[config.mk]
export PLATFORM = sky130hd
export DESIGN_NAME = riscv_pipe_ctrl
export DESIGN_NICKNAME = d
export VERILOG_FILES = /design/src/rtl/riscv_pipe_ctrl.sv
export SDC_FILE = /design/constraint.sdc
export NUM_CORES = 1
export LEC_CHECK = 0
export BUFFER_PORTS_ARGS = -buffer_cell sky130_fd_sc_hd__buf_2
export CORE_ASPECT_RATIO = 1.75
export CORE_MARGIN = 3
export CORE_UTILIZATION = 57
export DETAILED_ROUTE_END_ITERATION = 10
export PLACE_DENSITY = 0.92
export SYNTH_ARGS = -nofsm -noshare
export SYNTH_HDL_FRONTEND = slang
export SYNTH_SLANG_ARGS = --single-unit
[constraint.sdc]
create_clock -name clk -period 3.55 [get_ports clk]
set_input_delay 0.8875 -clock clk [delete_from_list [all_inputs] [get_ports clk]]
set_output_delay 0.8875 -clock clk [all_outputs]
set_load 0.1 [all_outputs]
[src/rtl/riscv_pipe_ctrl.sv]
// Pipeline valid/rd/we tracker with RAW issue interlock, global stall, partial flush and perf counters.
// Optional operand forwarding from RESULT_STAGE onward is enabled by defining RISCV_PIPE_FWD_EN.
module riscv_pipe_ctrl #(
   parameter int NUM_STAGES   = 10,
   parameter int RESULT_STAGE = 6,
   parameter int FLUSH_DEPTH  = 3,
   parameter int REG_AW       = 5,
   parameter int CNT_W        = 32,
   localparam int SW          = (NUM_STAGES > 1) ? $clog2(NUM_STAGES) : 1
) (
   input  logic                  clk,
   input  logic                  rst_n,
   input  logic                  iss_valid,
   output logic                  iss_ready,
   input  logic [REG_AW-1:0]     iss_rd,
   input  logic                  iss_we,
   input  logic [REG_AW-1:0]     iss_rs1,
   input  logic [REG_AW-1:0]     iss_rs2,
   input  logic                  iss_rs1_used,
   input  logic                  iss_rs2_used,
   input  logic                  stall_in,
   input  logic                  flush_in,
   output logic [NUM_STAGES-1:0] stage_valid,
   output logic                  com_valid,
   output logic [REG_AW-1:0]     com_rd,
   output logic                  com_we,
   output logic                  fwd_rs1_hit,
   output logic                  fwd_rs2_hit,
   output logic [SW-1:0]         fwd_rs1_stage,
   output logic [SW-1:0]         fwd_rs2_stage,
   output logic [CNT_W-1:0]      perf_commit_cnt,
   output logic [CNT_W-1:0]      perf_stall_cnt
);

   if (NUM_STAGES < 2 || NUM_STAGES > 32) begin : g_bad_num_stages
      $error("riscv_pipe_ctrl: NUM_STAGES out of range");
   end
   if (RESULT_STAGE < 1 || RESULT_STAGE > NUM_STAGES - 1) begin : g_bad_result_stage
      $error("riscv_pipe_ctrl: RESULT_STAGE out of range");
   end
   if (FLUSH_DEPTH < 1 || FLUSH_DEPTH > NUM_STAGES) begin : g_bad_flush_depth
      $error("riscv_pipe_ctrl: FLUSH_DEPTH out of range");
   end

   logic [NUM_STAGES-1:0] st_vld;
   logic [NUM_STAGES-1:0] st_we;
   logic [REG_AW-1:0]     st_rd [NUM_STAGES];
   logic [NUM_STAGES-1:0] kill;
   logic [NUM_STAGES-1:0] vld_nxt;
   logic                  fire;
   logic                  match1, match2;
   logic                  haz1, haz2;
   logic                  hit1, hit2;
`ifdef RISCV_PIPE_FWD_EN
   int                    idx1, idx2;
`endif

   // Scan oldest to youngest so the last match recorded is the youngest producer.
   always_comb begin
      match1 = 1'b0;
      match2 = 1'b0;
`ifdef RISCV_PIPE_FWD_EN
      idx1 = 0;
      idx2 = 0;
`endif
      for (int k = NUM_STAGES - 1; k >= 0; k--) begin
         if (st_vld[k] && st_we[k] && iss_rs1_used && (iss_rs1 != '0) && (st_rd[k] == iss_rs1)) begin
            match1 = 1'b1;
`ifdef RISCV_PIPE_FWD_EN
            idx1 = k;
`endif
         end
         if (st_vld[k] && st_we[k] && iss_rs2_used && (iss_rs2 != '0) && (st_rd[k] == iss_rs2)) begin
            match2 = 1'b1;
`ifdef RISCV_PIPE_FWD_EN
            idx2 = k;
`endif
         end
      end
`ifdef RISCV_PIPE_FWD_EN
      haz1 = match1 && (idx1 < RESULT_STAGE);
      haz2 = match2 && (idx2 < RESULT_STAGE);
      hit1 = match1 && (idx1 >= RESULT_STAGE);
      hit2 = match2 && (idx2 >= RESULT_STAGE);
`else
      haz1 = match1;
      haz2 = match2;
      hit1 = 1'b0;
      hit2 = 1'b0;
`endif
   end

`ifdef RISCV_PIPE_FWD_EN
   assign fwd_rs1_stage = hit1 ? SW'(idx1) : '0;
   assign fwd_rs2_stage = hit2 ? SW'(idx2) : '0;
`else
   assign fwd_rs1_stage = '0;
   assign fwd_rs2_stage = '0;
`endif
   assign fwd_rs1_hit = hit1;
   assign fwd_rs2_hit = hit2;

   assign iss_ready = !stall_in && !flush_in && !haz1 && !haz2;
   assign fire      = iss_valid && iss_ready;

   // Killed stages are dropped before the shift, so an old killed stage cannot advance into a survivor slot.
   always_comb begin
      kill = '0;
      for (int k = 0; k < NUM_STAGES; k++) begin
         if (flush_in && (k < FLUSH_DEPTH)) kill[k] = 1'b1;
      end
      if (stall_in) vld_nxt = st_vld & ~kill;
      else          vld_nxt = {st_vld[NUM_STAGES-2:0] & ~kill[NUM_STAGES-2:0], fire};
   end

   // A flush deep enough to reach the last stage also suppresses its commit.
   assign com_valid   = st_vld[NUM_STAGES-1] && !stall_in && !kill[NUM_STAGES-1];
   assign com_rd      = st_rd[NUM_STAGES-1];
   assign com_we      = st_we[NUM_STAGES-1];
   assign stage_valid = st_vld;

   always_ff @(posedge clk) begin
      if (!rst_n) st_vld <= '0;
      else        st_vld <= vld_nxt;
   end

   always_ff @(posedge clk) begin
      if (!stall_in) begin
         st_rd[0] <= iss_rd;
         st_we[0] <= iss_we;
         for (int k = 1; k < NUM_STAGES; k++) begin
            st_rd[k] <= st_rd[k-1];
            st_we[k] <= st_we[k-1];
         end
      end
   end

   always_ff @(posedge clk) begin
      if (!rst_n) begin
         perf_commit_cnt <= '0;
         perf_stall_cnt  <= '0;
      end else begin
         if (com_valid)              perf_commit_cnt <= perf_commit_cnt + CNT_W'(1);
         if (iss_valid && !iss_ready) perf_stall_cnt <= perf_stall_cnt + CNT_W'(1);
      end
   end

endmodule

* After elaboration in Yosys (flattened, before gate mapping) *
Memory sizes are Yosys's and may differ from the RTL's.
Index checks and enable logic that the tools add are counted.
W data, S select, Z words.

word-level totals
  memories kept = 1
  register bits after elaboration = 84
  output and inout bits = 92
  logic and storage cells = 137
  input port bits = 23
  bits in writable memories = 50

memory list
  memory  words  bits a word  read ports  clocked after Yosys merged registers in  wr ports  RTL line  text
  st_rd   10     5            10          0                                        10        47        logic [REG_AW-1:0] st_rd [NUM_STAGES];

cells by class
  eq/ne operators = 20
  bitwise gates (word level) = 4
  add/sub/neg operators = 2
  muxes and demuxes = 23
  reductions and logical operators = 83

operators with widths
  kind                     count
  $eq A5 B5 Y1             20
  $logic_and A1 B1 Y1      76
  $add A32 B1 Y32 const B  2
  $mux W1                  22
  $and A10 B10 Y10         1
  $mux W10                 1
  $not A3 Y10              1
  $reduce_bool A5 Y1       2
  $and A9 B9 Y9            1
  $not A3 Y9               1
  $logic_not A1 Y1         5

* Depth between registers and ports, before layout *
Gate-level depths: netlist of the first run.

  depth after elaboration = 19
  mapped depth = 10

* Worst setup path after synthesis of the first run *
No wires, ideal clock.

  path kind = input-to-output
  start point = input iss_rs2[3]
  end point = output iss_ready
  path buffers = 1
  slack = -1.077 ns
  arrival time = 3.739 ns
  stages on the path = 7
  path through = buf_6 xnor2_1 nand4_1 nor3_1 or4_4 or3_1 a22oi_1

between the ends
  word-level cells in the longest chain between the ends = 15
  elaborated cells on any way between the ends = 43
  those cells by class = eq/ne: 10; mux: 10; reduce/logical: 23

RTL lines
  element                           RTL line  text
  start, declared                   18        input logic [REG_AW-1:0] iss_rs2,
  $reduce_bool A5 Y1                73        if (st_vld[k] && st_we[k] && iss_rs2_used && (iss_rs2 != '0) && (st_rd[k] == iss_rs2)) begin
  $logic_and A1 B1 Y1 (2 in a row)  73
  $mux W1 (9 in a row)              73
  $mux W1 *                         73
  $logic_not A1 Y1 *                103       assign iss_ready = !stall_in && !flush_in && !haz1 && !haz2;
  $logic_and A1 B1 Y1 *             103
  end, declared                     14        output logic iss_ready,

Every way passes the cells marked *; elsewhere a longest branch is shown, timed or not.

* Worst setup path after layout of the first run *
  start point = input iss_rs2[0]
  end point = output iss_ready

Same word-level chain as after synthesis.

==> results of run 1 <==
==> metal layers <==
layer  global-route usage  up-vias  wire length (um)  share of wire
li1                     -     2597                 -              -
met2                0.462      295              9540           0.52
met5                    0        -                 0              0
met4                0.140        0               991          0.054
met3               0.0649       86              1190          0.065
met1                0.305     2747              6500           0.36
==> worst reg2reg max path, delay by kind of cell, from the launching register on <==
family,cells,cell delay (ns)
mux,1,0.28
buf+inv,1,0.22
compound gates,3,1.14
flops,1,0.45
simple gates,2,0.61
xor+xnor,1,0.20
==> layout make-up <==
class,instances,area share
multi-input cells,485,0.416
inverters,9,0.00400
flip-flops and latches,134,0.389
clock buffers,19,0.0513
repair buffers,145,0.110
clock inverters,13,0.00993
well taps,135,0.0200
==> report_power, final <==
group	internal, W	switching, W
clock network	0.000884	0.000664
logic	0.000138	0.000261
registers	0.00167	0.0000610
total	0.00269	0.000986
==> how the worst max path moves through the flow <==
| stage | from | to | slack (ns) |
|---|---|---|---|
| 5_1_grt | iss_rs2[0] | iss_ready | -0.12 |
| 6_report | iss_rs2[0] | iss_ready | -0.07 |
| 4_1_cts | iss_rs2[4] | iss_ready | -0.04 |
| 3_3_place_gp | iss_rs2[3] | iss_ready | -0.12 |
| 2_1_floorplan | iss_rs2[3] | iss_ready | -0.44 |
| 3_5_place_dp | iss_rs2[3] | iss_ready | -0.12 |
==> cells by family after synthesis <==
family          count (synthesis)  synth area share
mux                            39            0.0565
fa+ha+maj                       2           0.00362
other cells                     1          0.000543
buf+inv                        52            0.0496
simple gates                  248             0.190
compound gates                 62            0.0679
xor+xnor                      124             0.157
flops                         134             0.475
==> per-stage QoR <==
stage / instances / hold slack (ns) / area, um^2 / utilization
floorplan: 671 / 0.418 / 6950 / -
global placement: 904 / 0.424 / 7660 / 0.654
detailed placement: 904 / 0.440 / 7660 / 0.654
CTS: 940 / 0.460 / 8330 / 0.712
global route: 940 / 0.485 / 8440 / 0.721
finish: 940 / 0.465 / 8440 / 0.721
==> repair_timing <==
action / in CTS / in global routing
endpoints found under the setup margin: 1 / 1
pin swaps: 13 / 3
gates cloned: 0 / 0
buffers inserted: 4 / 0
gates resized for setup: 28 / 17
==> state kept, by name (all words and copies together), names as in the netlist <==
register,cells
stage_valid,10
perf_commit_cnt,32
st_we,10
perf_stall_cnt,32
st_rd,50
==> synth_stat cells, drive strengths merged <==
cell / instances
dfxtp: 74
xnor2: 63
xor2: 61
edfxtp: 60
nand2: 49
nand4: 40
mux2i: 39
nor2: 39
nand3: 34
a21oi: 32
buf: 30
nand2b: 29
clkbuf: 13
nor4: 12
nor3: 10
or3: 10
and3: 9
and4: 8
inv: 8
o21ai: 8
a2111oi: 6
o311ai: 4
a211oi: 3
and2: 3
ha: 2
or4: 2
a21bo: 1
a21boi: 1
a21o: 1
a221o: 1
a22oi: 1
a311oi: 1
a41oi: 1
clkinv: 1
conb: 1
nand3b: 1
nor2b: 1
nor3b: 1
o22a: 1
o31ai: 1
==> impl_metrics.py, run 1 <==
metrics = {
    "outcome": {
        "status": "complete, but fails checks",
        "violations": "setup timing",
    },
    "worst_setup_path": {
        "crit_chain": "buf_6, buf_4, xor2_1, nor3_2, or4_4, or3_4, a22oi_2, buf_12",
        "criticalPathCategory": "primary input to output pin",
        "path_max_fanout": 6,
        "critPathSlowestCell": "or4_4",
        "worst-path-stages": 8,
        "cp.arrival_ns": 2.73,
        "startpoint_type": "primary input",
        "worst-path-buf-inv": 3,
        "worst_ep_required_time_ns": 2.66,
        "max_stage_delay_ns": 0.43,
        "endpoint_kind": "output pin",
        "r2r_cells": 8,
        "r2r_end": "perf_stall_cnt[23]",
        "cpLargestDelayFamily": "simple AND/OR/NAND/NOR gates",
        "r2r_start": "st_rd[6][4]",
        "r2r_slack_ns": 0.58,
    },
    "finish": {
        "fillers": 809,
        "multi_input_area_um2": 3510,
        "layout_common_cells": "98 x buf_2, 74 x dfxtp_1, 60 x xnor2_1, 60 x edfxtp_1, 53 x xor2_1",
        "regArea_um2": 3280,
        "drive_gt1_frac": 0.270,
        "area_delta_synth_final_pct": 22.2,
        "final_common_cell": "buf_2",
        "fin_nets": 817,
        "num_antenna_cells": 0,
    },
    "place": {
        "gp_routability_congestion": 0.916,
        "pre_cts_slack_ns": -0.124,
        "hpwl_um": 12400,
        "port_buffers": 104,
    },
    "synth": {
        "netlist_instances": 662,
        "synth_seq_cells": 134,
        "avgSynthCellArea_um2": 10.4,
        "synth_top_area_share": 0.261,
        "seq_area_frac_synth": 0.475,
        "yosysUniqueCellTypes": 49,
        "netlist_area_um2": 6910,
        "yosysWarnings": 0,
        "yosysTopAreaCell": "edfxtp_1",
        "synth.area.top_cells": "edfxtp_1 26%, dfxtp_1 21%, xnor2_1 8.0%, xor2_1 7.7%, mux2i_1 5.6%",
    },
    "cts": {
        "insertion_delay_ns": 0.42,
        "cts_sinks": 134,
        "cts.path.max_buffers": 2,
        "numCtsBuffers": 17,
        "clkTransAtPathRegs_ns": 0.06,
        "root_buffer": "clkbuf_16",
        "cts_max_level": 4,
        "cts_tree": "yes",
        "cts_hold_buffers": 0,
    },
    "floorplan": {
        "die_w_um": 89.2,
        "ios": 115,
        "dieArea_um2": 13500,
        "core_um2": 11700,
        "start_util": 0.590,
        "rows": 52,
        "die_y_um": 152,
    },
    "sta": {
        "post-route-min-period_ns": 3.62,
        "timing.fmax_mhz": 276,
        "drv_slew": 0,
        "setup_viol": 1,
        "worst_pin_slew_ns": 0.730,
        "layout_setup_ws_ns": -0.0707,
        "hold_viol": 0,
        "fin_worst_skew_ns": 0.00902,
        "maxSlewHeadroom": 0.501,
        "rsz0062_at_grt": "yes",
        "fin_crit_sh": 1.02,
        "fin_setup_tns_ns": -0.0707,
    },
    "route": {
        "first_pass_iters": 5,
        "vias": 5725,
        "avgViaCountPerCell": 6.09,
        "ant_nets": 0,
        "drc": 0,
        "drt-total-wl_um": 18200,
        "drt_iter0_markers": 371,
        "avgRoutedWirePerCell_um": 19.4,
    },
    "global_routing": {
        "grt_pass1_wl_um": 27700,
        "overflow": 0,
        "grt_usage": 0.270,
        "first_global_vias": 5434,
        "grt_max_degree": 43,
        "grt_antenna_before_repair": 0,
    },
    "min_path": {
        "worstHoldStart": "st_we[3]",
        "hp-class": "flip-flop to flip-flop",
        "min_path_cells": 0,
        "whs_endpoint": "st_we[4]",
    },
    "pwr": {
        "p_leak_nw": 3.18,
        "ir_drop_mv": 0.402,
        "power_w": 0.00367,
        "powerDensity_nw_per_um2": 435,
    },
    "job": {
        "cap_viol_max_count": 0,
    },
}
Power figures use the tool's default switching activity.
==> inputs of run 2 (changes only) <==
--- a/config.mk
+++ b/config.mk
@@ -7,7 +7,6 @@
 export LEC_CHECK = 0
 export BUFFER_PORTS_ARGS = -buffer_cell sky130_fd_sc_hd__buf_2
 export CORE_ASPECT_RATIO = 1.75
-export CORE_MARGIN = 3
 export CORE_UTILIZATION = 57
 export DETAILED_ROUTE_END_ITERATION = 10
 export PLACE_DENSITY = 0.92
==> impl_metrics.py, run 2 (synthesis gave the netlist of run 1 again) <==
metrics = {
    "cts": {
        "cts.path.max_buffers": 2,
        "cts_sinks": 134,
        "cts_max_level": 4,
        "numCtsBuffers": 17,
        "cts_tree": "yes",
        "clkTransAtPathRegs_ns": 0.06,
        "root_buffer": "clkbuf_16",
        "insertion_delay_ns": 0.42,
        "cts_hold_buffers": 0,
    },
    "sta": {
        "layout_setup_ws_ns": -0.132,
        "fin_crit_sh": 1.04,
        "hold_viol": 0,
        "maxSlewHeadroom": 0.493,
        "post-route-min-period_ns": 3.68,
        "drv_slew": 0,
        "timing.fmax_mhz": 272,
        "rsz0062_at_grt": "yes",
        "setup_viol": 1,
        "timing.hold.ws_ns": 0.440,
        "fin_worst_skew_ns": 0.00725,
        "worst_pin_slew_ns": 0.761,
    },
    "pwr": {
        "p_leak_nw": 3.20,
        "powerDensity_nw_per_um2": 451,
        "power_w": 0.00377,
        "ir_drop_mv": 0.392,
    },
    "route": {
        "drt_iter0_markers": 334,
        "ant_nets": 0,
        "avgRoutedWirePerCell_um": 19.1,
        "first_pass_iters": 5,
        "avgViaCountPerCell": 6.04,
        "drt-total-wl_um": 18100,
        "drc": 0,
        "vias": 5717,
    },
    "finish": {
        "fillers": 813,
        "design_area_um2": 8370,
        "layout_common_cells": "101 x buf_2, 74 x dfxtp_1, 62 x xnor2_1, 61 x xor2_1, 60 x edfxtp_1",
        "final_common_cell": "buf_2",
        "top_register": "st_rd",
        "reg.largest.list": "st_rd (50), perf_commit_cnt (32), perf_stall_cnt (32)",
        "multi_input_area_um2": 3380,
        "fin_util": 0.715,
        "drive_gt1_frac": 0.256,
        "num_antenna_cells": 0,
        "largest_register_ffs": 50,
        "area_delta_synth_final_pct": 21.1,
        "regArea_um2": 3280,
        "fin_nets": 824,
    },
    "place": {
        "hpwl_um": 12500,
        "gp_routability_congestion": 0.976,
        "placed_area_um2": 7720,
        "port_buffers": 104,
    },
    "floorplan": {
        "rows": 52,
        "core_um2": 11700,
        "start_util": 0.590,
        "die_w_um": 85.2,
        "ios": 115,
        "dieArea_um2": 12600,
        "die_y_um": 148,
    },
    "worst_setup_path": {
        "crit_chain": "buf_12, buf_6, xnor2_2, nand4_1, nor3_2, or4_4, or3_4, a22oi_2, buf_12",
        "path_max_fanout": 5,
        "crit_top_cell": "buf_12",
        "criticalPathCategory": "primary input to output pin",
        "endpoint_kind": "output pin",
        "max_stage_delay_ns": 0.53,
        "startpoint_type": "primary input",
        "critPathSlowestCell": "or4_4",
        "worst_ep_required_time_ns": 2.66,
        "cp.arrival_ns": 2.79,
        "cpLargestDelayFamily": "simple AND/OR/NAND/NOR gates",
        "worst-path-buf-inv": 3,
    },
    "global_routing": {
        "overflow": 0,
        "grt_usage": 0.299,
        "grt_max_degree": 61,
        "grt_antenna_before_repair": 0,
        "first_global_vias": 5581,
        "grt_pass1_wl_um": 28400,
    },
    "min_path": {
        "hp-class": "flip-flop to flip-flop",
    },
    "outcome": {
        "status": "complete, but fails checks",
        "violations": "setup timing",
    },
    "job": {
        "cap_viol_max_count": 0,
    },
}
## run 2: cell count changes in the layout (fill, tap and decap cells not counted), sizes merged
| cell | previous run | this run |
|---|---|---|
| clkinvlp | 3 | 2 |
| clkbuf | 19 | 20 |
| clkinv | 10 | 9 |
| buf | 145 | 152 |
| inv | 9 | 8 |
| bufinv | 0 | 2 |
## run 2: path summary, 6_finish.rpt
kind               start                 to  slack (ns)  depth (start not counted)
max           iss_rs2[4]          iss_ready       -0.13                          9
max reg2reg  st_rd[2][1]  perf_stall_cnt[7]        0.51                         10
min reg2reg     st_we[3]           st_we[4]        0.44                          0
min             st_we[3]           st_we[4]        0.44                          0
## run 2: per-layer routing
layer | vias up | share of wire | track usage | wire length, um
li1 | 2617 | - | - | -
met1 | 2728 | 0.36 | 0.312 | 6510
met2 | 277 | 0.52 | 0.526 | 9380
met3 | 95 | 0.062 | 0.0793 | 1120
met4 | 0 | 0.061 | 0.185 | 1110
met5 | - | 0 | 0 | 0
## run 2: stage by stage
step / worst slack [ns] / TNS [ns] / cells
final: -0.132 / -0.132 / 947
after global routing: -0.144 / -0.144 / 947
after global placement: -0.0868 / -0.0868 / 911
after detailed placement: -0.137 / -0.137 / 911
after CTS: -0.135 / -0.135 / 946
after floorplan: -0.435 / -0.435 / 671
## run 2: final cells by class
class	instances	area share
Clock inverter	12	0.0133
Timing Repair Buffer	152	0.114
Clock buffer	20	0.0522
Inverter	9	0.00404
Tap cell	135	0.0202
Multi-Input combinational cell	485	0.404
Sequential cell	134	0.392
## run 2: where the power goes
part | switching [W] | internal (W)
sequential | 0.0000570 | 0.00167
clock | 0.000643 | 0.00102
combinational | 0.000257 | 0.000132
total | 0.000957 | 0.00282
## run 2: timing repair
item / in CTS / in global routing
buffers inserted: 3 / 1
resized for setup: 10 / 4
endpoints found under the setup margin: 1 / 1
hold endpoints to repair: 0 / 0
pin swaps: 9 / 6
